--- src/rtl/tmr_irq_pkg.sv ---
// Shared constants for the timer interrupt controller: register addresses
// and the bit positions of the overflow/underflow sources.
package tmr_irq_pkg;

  localparam logic [1:0] ADDR_IER    = 2'd0;
  localparam logic [1:0] ADDR_ISR    = 2'd1;
  localparam logic [1:0] ADDR_OVFCNT = 2'd2;
  localparam logic [1:0] ADDR_UDFCNT = 2'd3;

  localparam int BIT_OVF = 0;
  localparam int BIT_UDF = 1;

endpackage

--- src/rtl/tmr_irq_ctrl_if.sv ---
// Flattened APB bus between the CPU fabric and the timer interrupt controller.
interface tmr_irq_ctrl_if #(
  parameter int ADDR_WIDTH = 8,
  parameter int DATA_WIDTH = 8
);

  logic                  PSEL;
  logic                  PENABLE;
  logic                  PWRITE;
  logic [ADDR_WIDTH-1:0] PADDR;
  logic [DATA_WIDTH-1:0] PWDATA;
  logic [DATA_WIDTH-1:0] PRDATA;
  logic                  PREADY;
  logic                  PSLVERR;

  modport master (
    output PSEL, PENABLE, PWRITE, PADDR, PWDATA,
    input  PRDATA, PREADY, PSLVERR
  );

  modport slave (
    input  PSEL, PENABLE, PWRITE, PADDR, PWDATA,
    output PRDATA, PREADY, PSLVERR
  );

endinterface

--- src/rtl/tmr_evt_latch.sv ---
// One timer event source: rising-edge detector, sticky pending bit (a new
// event beats a simultaneous W1C) and a saturating event counter (a new
// event beats a simultaneous clear, leaving the counter at 1).
module tmr_evt_latch #(
  parameter int CNT_WIDTH = 8
) (
  input  logic                 clk_i,
  input  logic                 rst_ni,
  input  logic                 flag_i,
  input  logic                 w1c_i,
  input  logic                 clr_i,
  output logic                 pending_o,
  output logic [CNT_WIDTH-1:0] count_o
);

  localparam logic [CNT_WIDTH-1:0] CNT_MAX = {CNT_WIDTH{1'b1}};

  logic                 prev_q;
  logic                 pend_q, pend_d;
  logic [CNT_WIDTH-1:0] cnt_q, cnt_d;
  logic [CNT_WIDTH-1:0] cnt_base;
  logic                 rise;

  // Edge history starts at 0, so a flag already high at reset release counts once.
  assign rise = flag_i & ~prev_q;

  // Pending bit: set on a rise, otherwise cleared by W1C, otherwise held.
  always_comb begin
    pend_d = pend_q;
    if (rise) begin
      pend_d = 1'b1;
    end else if (w1c_i) begin
      pend_d = 1'b0;
    end else begin
      pend_d = pend_q;
    end
  end

  // Counter: apply a clear first, then increment on a rise unless saturated.
  always_comb begin
    cnt_base = clr_i ? {CNT_WIDTH{1'b0}} : cnt_q;
    cnt_d    = cnt_base;
    if (rise) begin
      if (cnt_base == CNT_MAX) begin
        cnt_d = cnt_base;
      end else begin
        cnt_d = cnt_base + CNT_WIDTH'(1);
      end
    end else begin
      cnt_d = cnt_base;
    end
  end

  // State registers for edge history, pending bit and counter.
  always_ff @(posedge clk_i or negedge rst_ni) begin
    if (!rst_ni) begin
      prev_q <= 1'b0;
      pend_q <= 1'b0;
      cnt_q  <= {CNT_WIDTH{1'b0}};
    end else begin
      prev_q <= flag_i;
      pend_q <= pend_d;
      cnt_q  <= cnt_d;
    end
  end

  assign pending_o = pend_q;
  assign count_o   = cnt_q;

endmodule

--- src/rtl/tmr_irq_ctrl.sv ---
// Timer interrupt controller: APB register file (IER, ISR, two event
// counters), per-source event latches and a registered maskable IRQ line.
module tmr_irq_ctrl
  import tmr_irq_pkg::*;
#(
  parameter int ADDR_WIDTH = 8,
  parameter int DATA_WIDTH = 8,
  parameter int CNT_WIDTH  = 8
) (
  input  logic                 PCLK,
  input  logic                 PRESETn,
  tmr_irq_ctrl_if.slave        apb,
  input  logic                 TMR_OVF,
  input  logic                 TMR_UDF,
  output logic                 IRQ
);

  logic [1:0]            ier_q, ier_d;
  logic                  irq_q, irq_d;
  logic                  access, addr_ok, wr_en, rd_en;
  logic [1:0]            reg_sel;
  logic [1:0]            w1c;
  logic                  clr_ovf, clr_udf;
  logic [1:0]            isr;
  logic [CNT_WIDTH-1:0]  ovf_cnt, udf_cnt;
  logic [DATA_WIDTH-1:0] rd_data;
  logic                  unused_wdata;

  // Only the two low address bits decode; anything above 3 is an error.
  assign access  = apb.PSEL & apb.PENABLE;
  assign addr_ok = (apb.PADDR[ADDR_WIDTH-1:2] == {(ADDR_WIDTH-2){1'b0}});
  assign wr_en   = access & apb.PWRITE & addr_ok;
  assign rd_en   = access & ~apb.PWRITE & addr_ok;
  assign reg_sel = apb.PADDR[1:0];

  assign apb.PREADY  = 1'b1;
  assign apb.PSLVERR = access & ~addr_ok;
  assign apb.PRDATA  = rd_data;

  assign unused_wdata = ^apb.PWDATA[DATA_WIDTH-1:2];

  // Write decode: IER update, ISR W1C strobes and counter clear strobes.
  always_comb begin
    ier_d   = ier_q;
    w1c     = 2'b00;
    clr_ovf = 1'b0;
    clr_udf = 1'b0;
    if (wr_en) begin
      case (reg_sel)
        ADDR_IER:    ier_d   = apb.PWDATA[1:0];
        ADDR_ISR:    w1c     = apb.PWDATA[1:0];
        ADDR_OVFCNT: clr_ovf = 1'b1;
        ADDR_UDFCNT: clr_udf = 1'b1;
        default:     ier_d   = ier_q;
      endcase
    end else begin
      ier_d = ier_q;
    end
  end

  tmr_evt_latch #(.CNT_WIDTH(CNT_WIDTH)) u_ovf (
    .clk_i     (PCLK),
    .rst_ni    (PRESETn),
    .flag_i    (TMR_OVF),
    .w1c_i     (w1c[BIT_OVF]),
    .clr_i     (clr_ovf),
    .pending_o (isr[BIT_OVF]),
    .count_o   (ovf_cnt)
  );

  tmr_evt_latch #(.CNT_WIDTH(CNT_WIDTH)) u_udf (
    .clk_i     (PCLK),
    .rst_ni    (PRESETn),
    .flag_i    (TMR_UDF),
    .w1c_i     (w1c[BIT_UDF]),
    .clr_i     (clr_udf),
    .pending_o (isr[BIT_UDF]),
    .count_o   (udf_cnt)
  );

  assign irq_d = |(isr & ier_q);

  // Read mux: valid reads return the selected register, everything else 0.
  always_comb begin
    rd_data = {DATA_WIDTH{1'b0}};
    if (rd_en) begin
      case (reg_sel)
        ADDR_IER:    rd_data = DATA_WIDTH'(ier_q);
        ADDR_ISR:    rd_data = DATA_WIDTH'(isr);
        ADDR_OVFCNT: rd_data = DATA_WIDTH'(ovf_cnt);
        ADDR_UDFCNT: rd_data = DATA_WIDTH'(udf_cnt);
        default:     rd_data = {DATA_WIDTH{1'b0}};
      endcase
    end else begin
      rd_data = {DATA_WIDTH{1'b0}};
    end
  end

  // Enable register and registered interrupt output.
  always_ff @(posedge PCLK or negedge PRESETn) begin
    if (!PRESETn) begin
      ier_q <= 2'b00;
      irq_q <= 1'b0;
    end else begin
      ier_q <= ier_d;
      irq_q <= irq_d;
    end
  end

  assign IRQ = irq_q;

endmodule
--- src/flat_wrapper.sv ---
// flat-port wrapper written by rule: the top's interface ports become plain ports
module tmr_irq_ctrl_flat import tmr_irq_pkg::*;
#(
  parameter int ADDR_WIDTH = 8,
  parameter int DATA_WIDTH = 8,
  parameter int CNT_WIDTH  = 8
)
  (PCLK, PRESETn, TMR_OVF, TMR_UDF, IRQ, apb_PSEL, apb_PENABLE, apb_PWRITE, apb_PADDR, apb_PWDATA, apb_PRDATA, apb_PREADY, apb_PSLVERR);
  tmr_irq_ctrl_if #(.ADDR_WIDTH(ADDR_WIDTH), .DATA_WIDTH(DATA_WIDTH)) apb_i ();
  input  logic PCLK;
  input  logic PRESETn;
  input  logic TMR_OVF;
  input  logic TMR_UDF;
  output logic IRQ;
  input wire logic [$bits(apb_i.PSEL)-1:0] apb_PSEL;
  input wire logic [$bits(apb_i.PENABLE)-1:0] apb_PENABLE;
  input wire logic [$bits(apb_i.PWRITE)-1:0] apb_PWRITE;
  input wire logic [$bits(apb_i.PADDR)-1:0] apb_PADDR;
  input wire logic [$bits(apb_i.PWDATA)-1:0] apb_PWDATA;
  output wire logic [$bits(apb_i.PRDATA)-1:0] apb_PRDATA;
  output wire logic [$bits(apb_i.PREADY)-1:0] apb_PREADY;
  output wire logic [$bits(apb_i.PSLVERR)-1:0] apb_PSLVERR;
  assign apb_i.PSEL = apb_PSEL;
  assign apb_i.PENABLE = apb_PENABLE;
  assign apb_i.PWRITE = apb_PWRITE;
  assign apb_i.PADDR = apb_PADDR;
  assign apb_i.PWDATA = apb_PWDATA;
  assign apb_PRDATA = apb_i.PRDATA;
  assign apb_PREADY = apb_i.PREADY;
  assign apb_PSLVERR = apb_i.PSLVERR;
  tmr_irq_ctrl #(.ADDR_WIDTH(ADDR_WIDTH), .DATA_WIDTH(DATA_WIDTH), .CNT_WIDTH(CNT_WIDTH)) u_core (.PCLK(PCLK), .PRESETn(PRESETn), .apb(apb_i), .TMR_OVF(TMR_OVF), .TMR_UDF(TMR_UDF), .IRQ(IRQ));
endmodule
--- config.mk ---
export PLATFORM = sky130hd
export DESIGN_NAME = tmr_irq_ctrl_flat
export DESIGN_NICKNAME = d
export VERILOG_FILES = /design/src/rtl/tmr_irq_pkg.sv /design/src/rtl/tmr_irq_ctrl_if.sv /design/src/rtl/tmr_evt_latch.sv /design/src/rtl/tmr_irq_ctrl.sv /design/src/flat_wrapper.sv
export SDC_FILE = /design/constraint.sdc
export NUM_CORES = 1
export LEC_CHECK = 0
export BUFFER_PORTS_ARGS = -buffer_cell sky130_fd_sc_hd__buf_2
export CORE_ASPECT_RATIO = 0.75
export CORE_UTILIZATION = 32
export DETAILED_ROUTE_END_ITERATION = 16
export SLEW_MARGIN = 15
export SYNTH_ARGS = -nofsm -noshare
export SYNTH_HDL_FRONTEND = slang
export SYNTH_HIERARCHICAL = 1
export SYNTH_SLANG_ARGS = --single-unit
--- constraint.sdc ---
create_clock -name PCLK -period 1.7 [get_ports PCLK]
set_clock_uncertainty 0.1 [all_clocks]
set_input_delay 0.255 -clock PCLK [delete_from_list [all_inputs] [get_ports PCLK]]
set_output_delay 0.255 -clock PCLK [all_outputs]
set_load 0.005 [all_outputs]
==> flow_results.org, run 1 <==
** Detailed routing
- For this block, the routed nets add up to approximately 3.5 mm of wire.
- After detailed routing, the average wire length per cell comes to approximately 16 um.
- Antenna viol nets, final :: 0
- The routed layout has 1193 vias.
- In the routed design, unresolved DRC markers number 0.
- Via-per-instance ratio :: 5.40
- Iteration-0 DRC count of the detailed router :: 32
- The first detailed-routing pass ran for 4 iterations.

** Floorplan
- Effective utilization at floorplan :: around 34%
- Floorplan die height :: 59.3 um
- The floorplan step set the die width to a little under 80 um.
- The initialized floorplan defines 20 standard-cell rows.
- The die covers 4640 um2.
- Total core area :: 4130 um2
- 34 I/O pins were placed.

** Clock tree
- TritonCTS clock tree :: done
- No sink is reached through more buffers than the 2 on the longest clock path.
- After clock tree synthesis, the clock-pin slew on the worst setup and hold paths is 0.08 ns.
- Number of sinks handled by clock tree synthesis :: 23
- CTS built an H-tree with a depth of 1.
- Clock tree synthesis inserted a total of 3 buffers.
- Clock root buffer master :: sky130_fd_sc_hd__clkbuf_8
- At the later pin of the worst-skew pair, clock insertion delay measures about 0.27 ns.

** Setup path
- Crit-path max FO :: 4
- Reg2Reg Capture Point :: u_core/u_udf/count_o[3]
- Max stage delay on crit path :: 0.50 ns
- Crit path DAT :: around 1.5 ns
- CP Class :: reg -> out
- Walking the worst path, the cells encountered are mux4_2, nor4b_4, buf_2.
- The setup check on the worst reg-to-reg path leaves a slack of roughly 0.10 ns.
- STA classifies the critical path endpoint as an output port.
- The number of cells on the worst reg-to-reg path is 4.
- Startpoint class of the critical path :: flop
- The worst register-to-register path begins at u_core/u_udf/count_o[0].
- Cell family contributing the most delay on the critical path :: multiplexers
- CP Data Required Time :: roughly 1.3 ns
- Counting both buffers and inverters, the worst setup path holds a total of 1.
- Among all stages on the critical path, the largest delay is contributed by sky130_fd_sc_hd__mux4_2.

** Status
- Violated checks :: negative setup slack
- The flow ran to the end, but the final reports show violations.

** Final layout
- At the end of the flow, the number of nets in the layout was 190.
- In the final layout, the multi-input gates occupy 816 um2.
- After filler insertion, the fill cell instance count of the layout stands at 397.
- # diodes :: 0
- The library cell used most frequently in the layout, excluding fill and tap cells, is sky130_fd_sc_hd__buf_2.
- Area growth from synthesis to final layout :: 26.5%
- Register Area :: 576 um2
- In the layout the commonest cells are sky130_fd_sc_hd__buf_2, sky130_fd_sc_hd__dfrtp_1, sky130_fd_sc_hd__buf_4.
- The post-route netlist has 39.8% of its cells at a drive strength greater than 1.

** Logic synthesis
- Post-Synthesis Mean Instance Area :: 10.7 um2
- Total nets after synthesis :: ~150
- In the synthesized netlist the dominant register cell turns out to be sky130_fd_sc_hd__dfrtp_1.
- Post-synthesis instance total :: roughly 130
- Cell area after synthesis :: around 1400 um2
- After synthesis, flip-flops and latches occupy 41.1% of the total area.
- Count of flip-flops with a built-in enable after synthesis :: 0
- Synthesis instantiated 33 different standard cells from the library.
- In this run, synthesis produced a sequential element count of 23.
- Yosys printed 6 warnings.
- Fraction of registers with async set or reset after synthesis :: between 90% and 100%

** STA
- Setup repair after global routing could not meet its margin everywhere.
- Fin. Hold Viols :: 0
- Setup violations remaining at the end of the flow were counted as 2.
- Count of pins over their slew limit :: 0
- The tightest hold path in the finished design has a slack of approximately 0.034 ns.
- Subtracting the final worst setup slack from the clock period gives between 1.5 and 2 ns.
- Sum Neg Setup Slack :: -0.212 ns
- Worst Tran Pin Value :: 0.544 ns
- In this run the tightest slew margin relative to its limit is 63.7%.
- Least setup slack across all paths after layout :: -0.119 ns
- Share of the clock period used by the worst path after layout :: 107%
- Timing would allow up to about 550 MHz.

** Place
- DP Wirelength :: roughly 2.5 mm
- Input and output buffers added on the ports amount to 26.
- RePlAce Congestion :: 0.808

** Worst hold path
- Hold path start :: TMR_OVF
- Class of the worst hold path :: in -> reg
- WHS Path Cells :: 1
- For hold timing, the worst endpoint is u_core/u_ovf/prev_q.

** Global routing
- Via count of the first global-routing pass :: around 1200
- In the global route stage, met3 resource usage came out at 4.31%.
- Global routing used approximately 17% of the available tracks.
- Met2 track demand over resource :: roughly a quarter
- Global-route wire length before repair :: just under 6 mm
- Maximum number of pins on one net before global-route repair :: 24
- Number of antenna violations at the first check in global routing :: 0
- GR met1 Demand/Resource :: a little under a quarter
- Total overflow reported by the global router :: 0
- After global routing, the most crowded layer is met2.

** Power
- Summed over all cells, the static leakage comes to between 0.7 and 0.8 nW.
- After layout, the design draws a total of about 1.5 mW.
- For this design the ratio of total power to cell area is about 840 nW/um2.
- Worst voltage drop across the vdd grid :: about 0.00038 V

** Run
- The tool flagged a number of max-cap violations equal to 0.
where the power goes:
group	internal (mW)	total [mW]	switching [mW]
logic	0.176	0.325	0.149
registers	0.642	0.812	0.170
clock network	0.168	0.352	0.184
cells in the mapped netlist (4+ instances only):
cell type,n,share of area (%)
sky130_fd_sc_hd__a31oi_1,4,1.8
sky130_fd_sc_hd__a21oi_1,7,2.5
sky130_fd_sc_hd__nor2_1,12,3.2
sky130_fd_sc_hd__dfrtp_1,23,41
sky130_fd_sc_hd__nor3b_1,4,2.1
sky130_fd_sc_hd__inv_1,5,1.3
sky130_fd_sc_hd__a211oi_1,6,3.2
sky130_fd_sc_hd__a311oi_1,4,2.5
sky130_fd_sc_hd__buf_4,4,2.1
sky130_fd_sc_hd__and4b_1,5,3.6
sky130_fd_sc_hd__a41oi_1,4,2.5
sky130_fd_sc_hd__mux2i_1,8,5.7
sky130_fd_sc_hd__buf_6,6,4.8
sky130_fd_sc_hd__and2_1,4,1.8
cell families after synthesis:
logic type,synth area share [%]
flops,41.1
compound gates,15.1
simple gates,24.1
buf+inv,8.32
mux,11.1
other cells,0.268
how the worst max path moves through the flow:
stage | start | slack [ns] | cells past startpoint | to
floorplan | apb_PADDR[6] | -0.22 | 8 | u_core/u_ovf/count_o[0]
global placement | apb_PADDR[6] | -0.27 | 7 | u_core/u_ovf/count_o[6]
detailed placement | apb_PADDR[6] | -0.30 | 7 | u_core/u_ovf/count_o[6]
CTS | u_core/u_udf/count_o[1] | -0.14 | 3 | apb_PRDATA[1]
global route | u_core/u_udf/count_o[1] | -0.17 | 3 | apb_PRDATA[1]
finish | u_core/u_udf/count_o[1] | -0.12 | 3 | apb_PRDATA[1]
through the flow:
stage | setup slack (ns) | utilization (%) | area [um2] | std cells
after floorplan | -0.215 | - | 1450 | 131
after global placement | -0.269 | 39.2 | 1620 | 212
after CTS | -0.141 | 41.5 | 1720 | 219
after global routing | -0.173 | 42.8 | 1770 | 221
final | -0.119 | 42.8 | 1770 | 221
after detailed placement | -0.296 | 39.2 | 1620 | 212
state kept, by name, summed over array words and instances (netlist names):
| signal | cells |
|---|---|
| u_core/u_udf/pending_o | 1 |
| u_core/u_ovf/count_o | 8 |
| u_core/u_udf/count_o | 8 |
| u_core/u_ovf/prev_q | 1 |
| u_core/ier_q | 2 |
| u_core/u_ovf/pending_o | 1 |
| u_core/IRQ | 1 |
| u_core/u_udf/prev_q | 1 |
layout make-up:
cell class / instances / area share (%)
multi-input combinational: 93 / 46.1
sequential: 23 / 32.5
timing repair buffer: 41 / 13.9
tap: 55 / 3.89
clock buffer: 4 / 2.55
inverter: 5 / 1.06
timing repair:
| item | 4_1_cts | 5_1_grt |
|---|---|---|
| endpoints found under the setup margin | 10 | 17 |
| gates resized for setup | 4 | 10 |
| hold buffers | 1 | 0 |
| setup buffers | 2 | 2 |
| hold endpoints to repair | 23 | 0 |
| gates cloned | 0 | 0 |
| pin swaps | 0 | 2 |
per-layer routing:
metal / up-vias / wire length (um)
li1: 561 / -
met1: 601 / 1790
met2: 29 / 1570
met3: 2 / 163
met4: 0 / 16
met5: - / 0
No activity file was read; power rests on OpenSTA's default activity.
==> run 2: changes to the inputs <==
--- a/config.mk
+++ b/config.mk
@@ -9,6 +9,7 @@
 export CORE_ASPECT_RATIO = 0.75
 export CORE_UTILIZATION = 32
 export DETAILED_ROUTE_END_ITERATION = 16
+export MAX_ROUTING_LAYER = met4
 export SLEW_MARGIN = 15
 export SYNTH_ARGS = -nofsm -noshare
 export SYNTH_HDL_FRONTEND = slang
==> run 2 against run 1 <==
The flow still finishes with violations (negative setup slack). Final cell count unchanged. Die area unchanged. Final area unchanged.
==> flow_results.org, run 2 (synthesized netlist as in run 1, its figures left out) <==
** Status
- The run finished, with violations left.
- Violated checks :: negative setup slack

** STA
- For this run, the top clock speed supported by timing is approximately 550 MHz.
- Least setup slack across all paths after layout :: -0.119 ns
- Worst hold slack after final layout :: ~0.033 ns
- Relative max-transition margin :: a little under two thirds
- For the pin with the worst max-slew slack, the measured transition is 0.541 ns.
- Setup violations remaining at the end of the flow were counted as 2.
- Share of the clock period used by the worst path after layout :: 107%
- The total count of hold-check failures in the final report was 0.
- Setup repair after global routing could not meet its margin everywhere.
- Count of pins over their slew limit :: 0
- Final critical delay including setup and external delays :: approximately 1.8 ns

** Power
- The share of total power dissipated in sequential elements is between 50% and 60%.
- Cell area power density :: 842 nW/um2
- The worst-case IR drop observed on VDD is around 0.00038 V.
- Clock share of power :: approximately a quarter
- In this run, the combinational gates consume 21.8% of the power.
- Static Leakage :: about 0.79 nW
- Cell-internal power :: 0.985 mW
- Sw power :: between 0.5 and 0.6 mW
- Net switching is between 30% and 40% of the power.
- The design draws around 1.5 mW.

** Global routing
- GRT Total Usage :: 17.2%
- Via count of the first global-routing pass :: 1235
- Total overflow reported by the global router :: 0
- The first global-routing pass estimated a little under 6 mm of wire.
- Maximum number of pins on one net before global-route repair :: 24
- The initial antenna violation count came to 0.

** Setup path
- The critical path is of the reg -> out type.
- Startpoint class of the critical path :: flop
- The worst setup path is captured at an output port.
- Data on the critical path is required at its endpoint by around 1.3 ns.
- In this run the critical register-to-register path is launched from u_core/u_udf/count_o[0].
- Setup slack, reg-to-reg :: between 0.1 and 0.15 ns
- The critical path ends at apb_PRDATA[1].
- Measured in cells, the most critical reg-to-reg path has a length of 4.
- Launching instance or port of the critical path :: u_core/u_udf/count_o[1]
- In this run the critical register-to-register path is captured at u_core/u_udf/count_o[3].
- At the worst endpoint, the arrival time is around 1.5 ns.
- In this run the worst path has a maximum fanout of 4.

** Floorplan
- For this configuration, the core starts out at a cell density of approximately a third.
- Floorplan die height :: roughly 60 um
- The die is slightly below 80 um wide.
- Die area :: around 4600 um2
- Total core area :: roughly 4100 um2
- Count of pins on the block boundary :: 34
- Number of rows created at floorplan :: 20

** Final layout
- Final Cell Area :: about 1800 um2
- The library cell used most frequently in the layout, excluding fill and tap cells, is sky130_fd_sc_hd__buf_2.
- For this run, the post-layout net count is between 150 and 200.
- The post-route netlist has between 30 and 40% of its cells at a drive strength greater than 1.
- The top cell types in the final layout, fill and taps aside, are sky130_fd_sc_hd__buf_2, sky130_fd_sc_hd__dfrtp_1, sky130_fd_sc_hd__buf_4.
- # diodes :: 0
- Summing all multi-input logic gate instances after layout gives around 820 um2.
- From synthesis to final layout, the design area changed by 26.5%.
- Number of filler instances in the final layout :: around 400
- Register Area :: between 500 and 600 um2

** Detailed routing
- Once detail routing completed, the nets flagged for antenna violations numbered 0.
- Per-cell routed wire length :: between 15 and 20 um
- In the routed design, unresolved DRC markers number 0.
- Total length of routed wires :: roughly 3.5 mm
- Iteration-0 DRC count of the detailed router :: between 40 and 50
- The first detailed-routing pass took 4 iterations.
- In the routed layout, each cell is associated on average with a via count of approximately 5.4.
- Summing over every cut layer, the via total after detailed routing is 1195.

** Place
- The HPWL after detailed placement is roughly 2.5 mm.
- Standard cell area after detailed placement :: roughly 1600 um2
- Count of buffers from port buffering :: 26
- Routability-driven placement finished with a final weighted congestion of 0.820.

** Clock tree
- In this run the number of H-tree levels came out at 1.
- TritonCTS Buffers :: 3
- After clock tree synthesis, the clock-pin slew on the worst setup and hold paths is roughly 0.080 ns.
- TritonCTS clock tree :: done
- Worst skew pair latency :: about 0.27 ns
- Clock root buffer master :: sky130_fd_sc_hd__clkbuf_8
- No sink is reached through more buffers than the 2 on the longest clock path.
- Number of sinks handled by clock tree synthesis :: 23

** Run
- Reported max-cap violation count :: 0

** Worst hold path
- The min-delay analysis places its worst path in the category in -> reg.
## run 2: cell counts in the layout (fill, tap and decap cells not counted)
Identical to the previous run, type by type.
## run 2: what timing repair did
action / 4_1_cts / 5_1_grt
endpoints found under the hold margin: 23 / 0
resized for setup: 4 / 10
setup endpoints to repair: 10 / 17
pin swaps: 0 / 2
buffers inserted: 2 / 2
hold buffers: 1 / 0
## run 2: critical path: stages, from the launching register on
cell                      delay (ns)
sky130_fd_sc_hd__dfrtp_1        0.43
sky130_fd_sc_hd__mux4_2         0.50
sky130_fd_sc_hd__nor4b_4        0.14
sky130_fd_sc_hd__buf_2          0.12
## run 2: power by group through the flow
stage | logic [mW] | clock network, mW | registers [mW]
after floorplan | 0.307 | 0 | 0.727
after global placement | 0.275 | 0 | 0.812
after detailed placement | 0.284 | 0 | 0.819
after CTS | 0.306 | 0.361 | 0.804
after global routing | 0.359 | 0.381 | 0.833
final | 0.325 | 0.354 | 0.810
## run 2: layer usage
metal	GRT usage [%]	vias to the layer above	share of wire [%]
met1	23.4	598	50
met3	4.00	2	4.6
met4	3.97	0	0.40
li1	-	562	-
met2	26.3	33	45
met5	-	-	0
## run 2: final cells by class
type / instances / share of cell area [%]
repair buffers: 41 / 13.9
clock buffers: 4 / 2.55
inverters: 5 / 1.06
well taps: 55 / 3.89
multi-input cells: 93 / 46.1
flip-flops and latches: 23 / 32.5
## run 2: worst min path at each step
stage	start	end	cells after the start
after floorplan	PRESETn	u_core/IRQ	0
after global placement	PRESETn	u_core/IRQ	1
after detailed placement	PRESETn	u_core/IRQ	1
after CTS	TMR_OVF	u_core/u_ovf/prev_q	1
after global routing	TMR_OVF	u_core/u_ovf/prev_q	1
final	TMR_OVF	u_core/u_ovf/prev_q	1
## run 2: metrics by stage
step           setup TNS (ns)  instances  setup slack (ns)  utilization, %
2_1_floorplan           -1.41        131            -0.215               -
3_3_place_gp            -3.00        212            -0.269            39.2
3_5_place_dp            -3.41        212            -0.296            39.2
4_1_cts                -0.238        219            -0.141            41.5
5_1_grt                -0.323        221            -0.170            42.8
6_report               -0.212        221            -0.119            42.8
==> run 3: changes to the inputs <==
--- a/config.mk
+++ b/config.mk
@@ -5,10 +5,11 @@
 export SDC_FILE = /design/constraint.sdc
 export NUM_CORES = 1
 export LEC_CHECK = 0
-export BUFFER_PORTS_ARGS = -buffer_cell sky130_fd_sc_hd__buf_2
 export CORE_ASPECT_RATIO = 0.75
 export CORE_UTILIZATION = 32
+export CTS_BUF_LIST = sky130_fd_sc_hd__clkbuf_16
 export DETAILED_ROUTE_END_ITERATION = 16
+export DONT_BUFFER_PORTS = 1
 export MAX_ROUTING_LAYER = met4
 export SLEW_MARGIN = 15
 export SYNTH_ARGS = -nofsm -noshare
==> run 3 against run 2 <==
The flow now finishes without violations. Total power is 5.2% higher. Largest power group unchanged. Sequential power hardly changed. Utilization is 3.5 points lower.
==> flow_results.org, run 3 (synthesized netlist as in run 1, its figures left out) <==
** Place
- Worst slack, placed :: -0.200 ns
- DP Wirelength :: around 2.3 mm
- Port buffering added 0 buffers.
- Total instance count after detailed placement :: 182
- At the end of routability-driven placement, the weighted congestion stood at 0.820.
- Standard cell area after detailed placement :: roughly 1500 um2

** Final layout
- Final core area utilization :: roughly two fifths
- Cells with a size suffix above 1 make up 22.8% of the layout.
- Total Nets Final :: 160
- Number of filler instances in the final layout :: a little over 400
- Top library cells by usage in the layout, fill and taps aside :: sky130_fd_sc_hd__dfrtp_1, sky130_fd_sc_hd__nor2_1, sky130_fd_sc_hd__mux2i_1
- The library cell used most frequently in the layout, excluding fill and tap cells, is sky130_fd_sc_hd__dfrtp_1.
- Area growth from synthesis to final layout :: 16.2%
- Leaving out filler cells and counting taps, the final layout contains around 190.
- 0 antenna diodes ended up in the layout.
- With fillers left out, the area of the finished cells amounts to 1630 um2.

** Global routing
- The initial antenna violation count was 0.
- Global routing consumed, over all layers together, between 10% and 20% of the routing resources.
- Maximum number of pins on one net before global-route repair :: 24
- The number of global-route vias before repair was approximately 1000.
- Total overflow reported by the global router :: 0
- Global-route wire length before repair :: 5.18 mm

** STA
- Final critical delay including setup and external delays :: 1.68 ns
- The max-slew violation total from the final report came to 0.
- Setup repair after global routing missed its margin :: yes
- Based on the critical path, the design can be clocked at up to just under 600 MHz.
- Setup violations remaining at the end of the flow were counted as 0.
- Hold timing on the final database bottoms out at a slack of between 0.04 and 0.05 ns.
- Sum Neg Setup Slack :: 0 ns
- Worst Tran Pin Value :: approximately 0.54 ns
- After layout, the worst path uses between 90% and 100% of the clock period.
- Least setup slack across all paths after layout :: 0.0203 ns
- Relative max-transition margin :: 64.1%
- Fin. Hold Viols :: 0

** Detailed routing
- Per-cell routed wire length :: ~17 um
- Via-per-instance ratio :: roughly 5.7
- Antenna viol nets, final :: 0
- Vias :: around 1100
- Iteration-0 DRC count of the detailed router :: 32
- DR DRC count :: 0
- Iteration count of the initial detailed-routing pass :: 4
- The final layout contains routed wiring with a total length of 3.25 mm.

** Power
- In this run switching power makes up between 20% and 30% of total power.
- The analysis attributes to net switching a power of 0.464 mW.
- Power Total :: about 1.6 mW
- Worst voltage drop across the vdd grid :: ~0.00060 V
- Sequential fraction of design power :: about half
- Cell-internal power :: 1.10 mW
- Static Leakage :: ~0.67 nW
- Clock share of power :: between 30% and 40%
- In this run the power density over the cells is a little under 1000 nW/um2.
- The share of total power dissipated in combinational logic is about 17%.

** Setup path
- Kind of capture point of the worst setup path :: output port
- Max stage delay on crit path :: 0.50 ns
- CP Class :: reg -> out
- Startpoint class of the critical path :: flop
- In this run the worst path has a maximum fanout of 4.
- Max stage delay cell, worst path :: sky130_fd_sc_hd__mux4_2
- Crit path DAT :: about 1.3 ns
- At the worst endpoint, the required time is approximately 1.3 ns.
- Traced cell by cell, the critical path runs through mux4_2, nor4b_4.
- Launching instance or port of the critical path :: u_core/u_udf/count_o[1]
- The worst register-to-register path begins at u_core/u_udf/count_o[0].

** Floorplan
- Total core area :: about 4100 um2
- The die is 59.3 um tall.
- Effective utilization at floorplan :: approximately a third
- Overall die width :: slightly below 80 um
- Die area :: between 4000 and 5000 um2
- The initialized floorplan defines 20 standard-cell rows.
- In this run the count of I/O pins placed on the die edge is 34.

** Clock tree
- TritonCTS built the clock tree.
- Clock-pin slew was measured on the worst setup and hold paths at 0.06 ns.
- Counting along the longest clock path gives a buffer depth of 2.
- Counting the buffers created by CTS gives 3.
- H-tree lvl count :: 1
- Clock root buffer master :: sky130_fd_sc_hd__clkbuf_16
- Worst skew pair latency :: 0.25 ns
- Number of sinks handled by clock tree synthesis :: 23

** Worst hold path
- The tightest min-delay check is of the in -> reg type.
- The startpoint identified for the worst hold timing path is apb_PWDATA[0].

** Run
- Across the run, the number of max-cap violations was 0.

** Status
- Outcome :: completed
-- run 3: final timing paths --
path	slack, ns	depth (start not counted)	endpoint
max in group asynchronous	0.70	2	u_core/u_udf/count_o[6]
min reg2reg	0.42	1	u_core/IRQ
min	0.05	1	u_core/ier_q[0]
min in group asynchronous	0.44	2	u_core/IRQ
max reg2reg	0.14	4	u_core/u_udf/count_o[3]
max	0.02	2	apb_PRDATA[1]
-- run 3: worst max-delay path: cells and delay by family (launching register included) --
family | cells | cell delay [ns]
DFF | 1 | 0.42
muxes | 1 | 0.50
and+or+nand+nor | 1 | 0.15
-- run 3: cell type report --
| type | instances | area [um2] | area share, % |
|---|---|---|---|
| clock buffer | 3 | 75.1 | 4.62 |
| clock inverter | 1 | 3.75 | 0.231 |
| timing repair buffer | 11 | 87.6 | 5.39 |
| tap | 55 | 68.8 | 4.23 |
| inverter | 5 | 18.8 | 1.15 |
| multi-input combinational | 93 | 796 | 49.0 |
| sequential | 23 | 576 | 35.4 |
-- run 3: what timing repair did --
action	CTS	global route
endpoints found under the setup margin	0	9
hold buffers	3	1
hold endpoints to repair	25	23
setup buffers	0	1
gates resized for setup	0	9
-- run 3: power groups by stage --
stage | clock network [mW] | registers (mW) | logic, mW
floorplan | 0 | 0.727 | 0.307
global placement | 0 | 0.809 | 0.223
detailed placement | 0 | 0.816 | 0.227
CTS | 0.516 | 0.806 | 0.246
global route | 0.537 | 0.828 | 0.292
finish | 0.498 | 0.807 | 0.261
-- run 3: metal layers --
metal | GRT usage [%] | vias up | share of wire (%)
met1 | 21.9 | 537 | 48
met5 | - | - | 0
met3 | 4.00 | 2 | 7.0
met4 | 3.97 | 0 | 0.28
met2 | 21.4 | 39 | 44
li1 | - | 509 | -
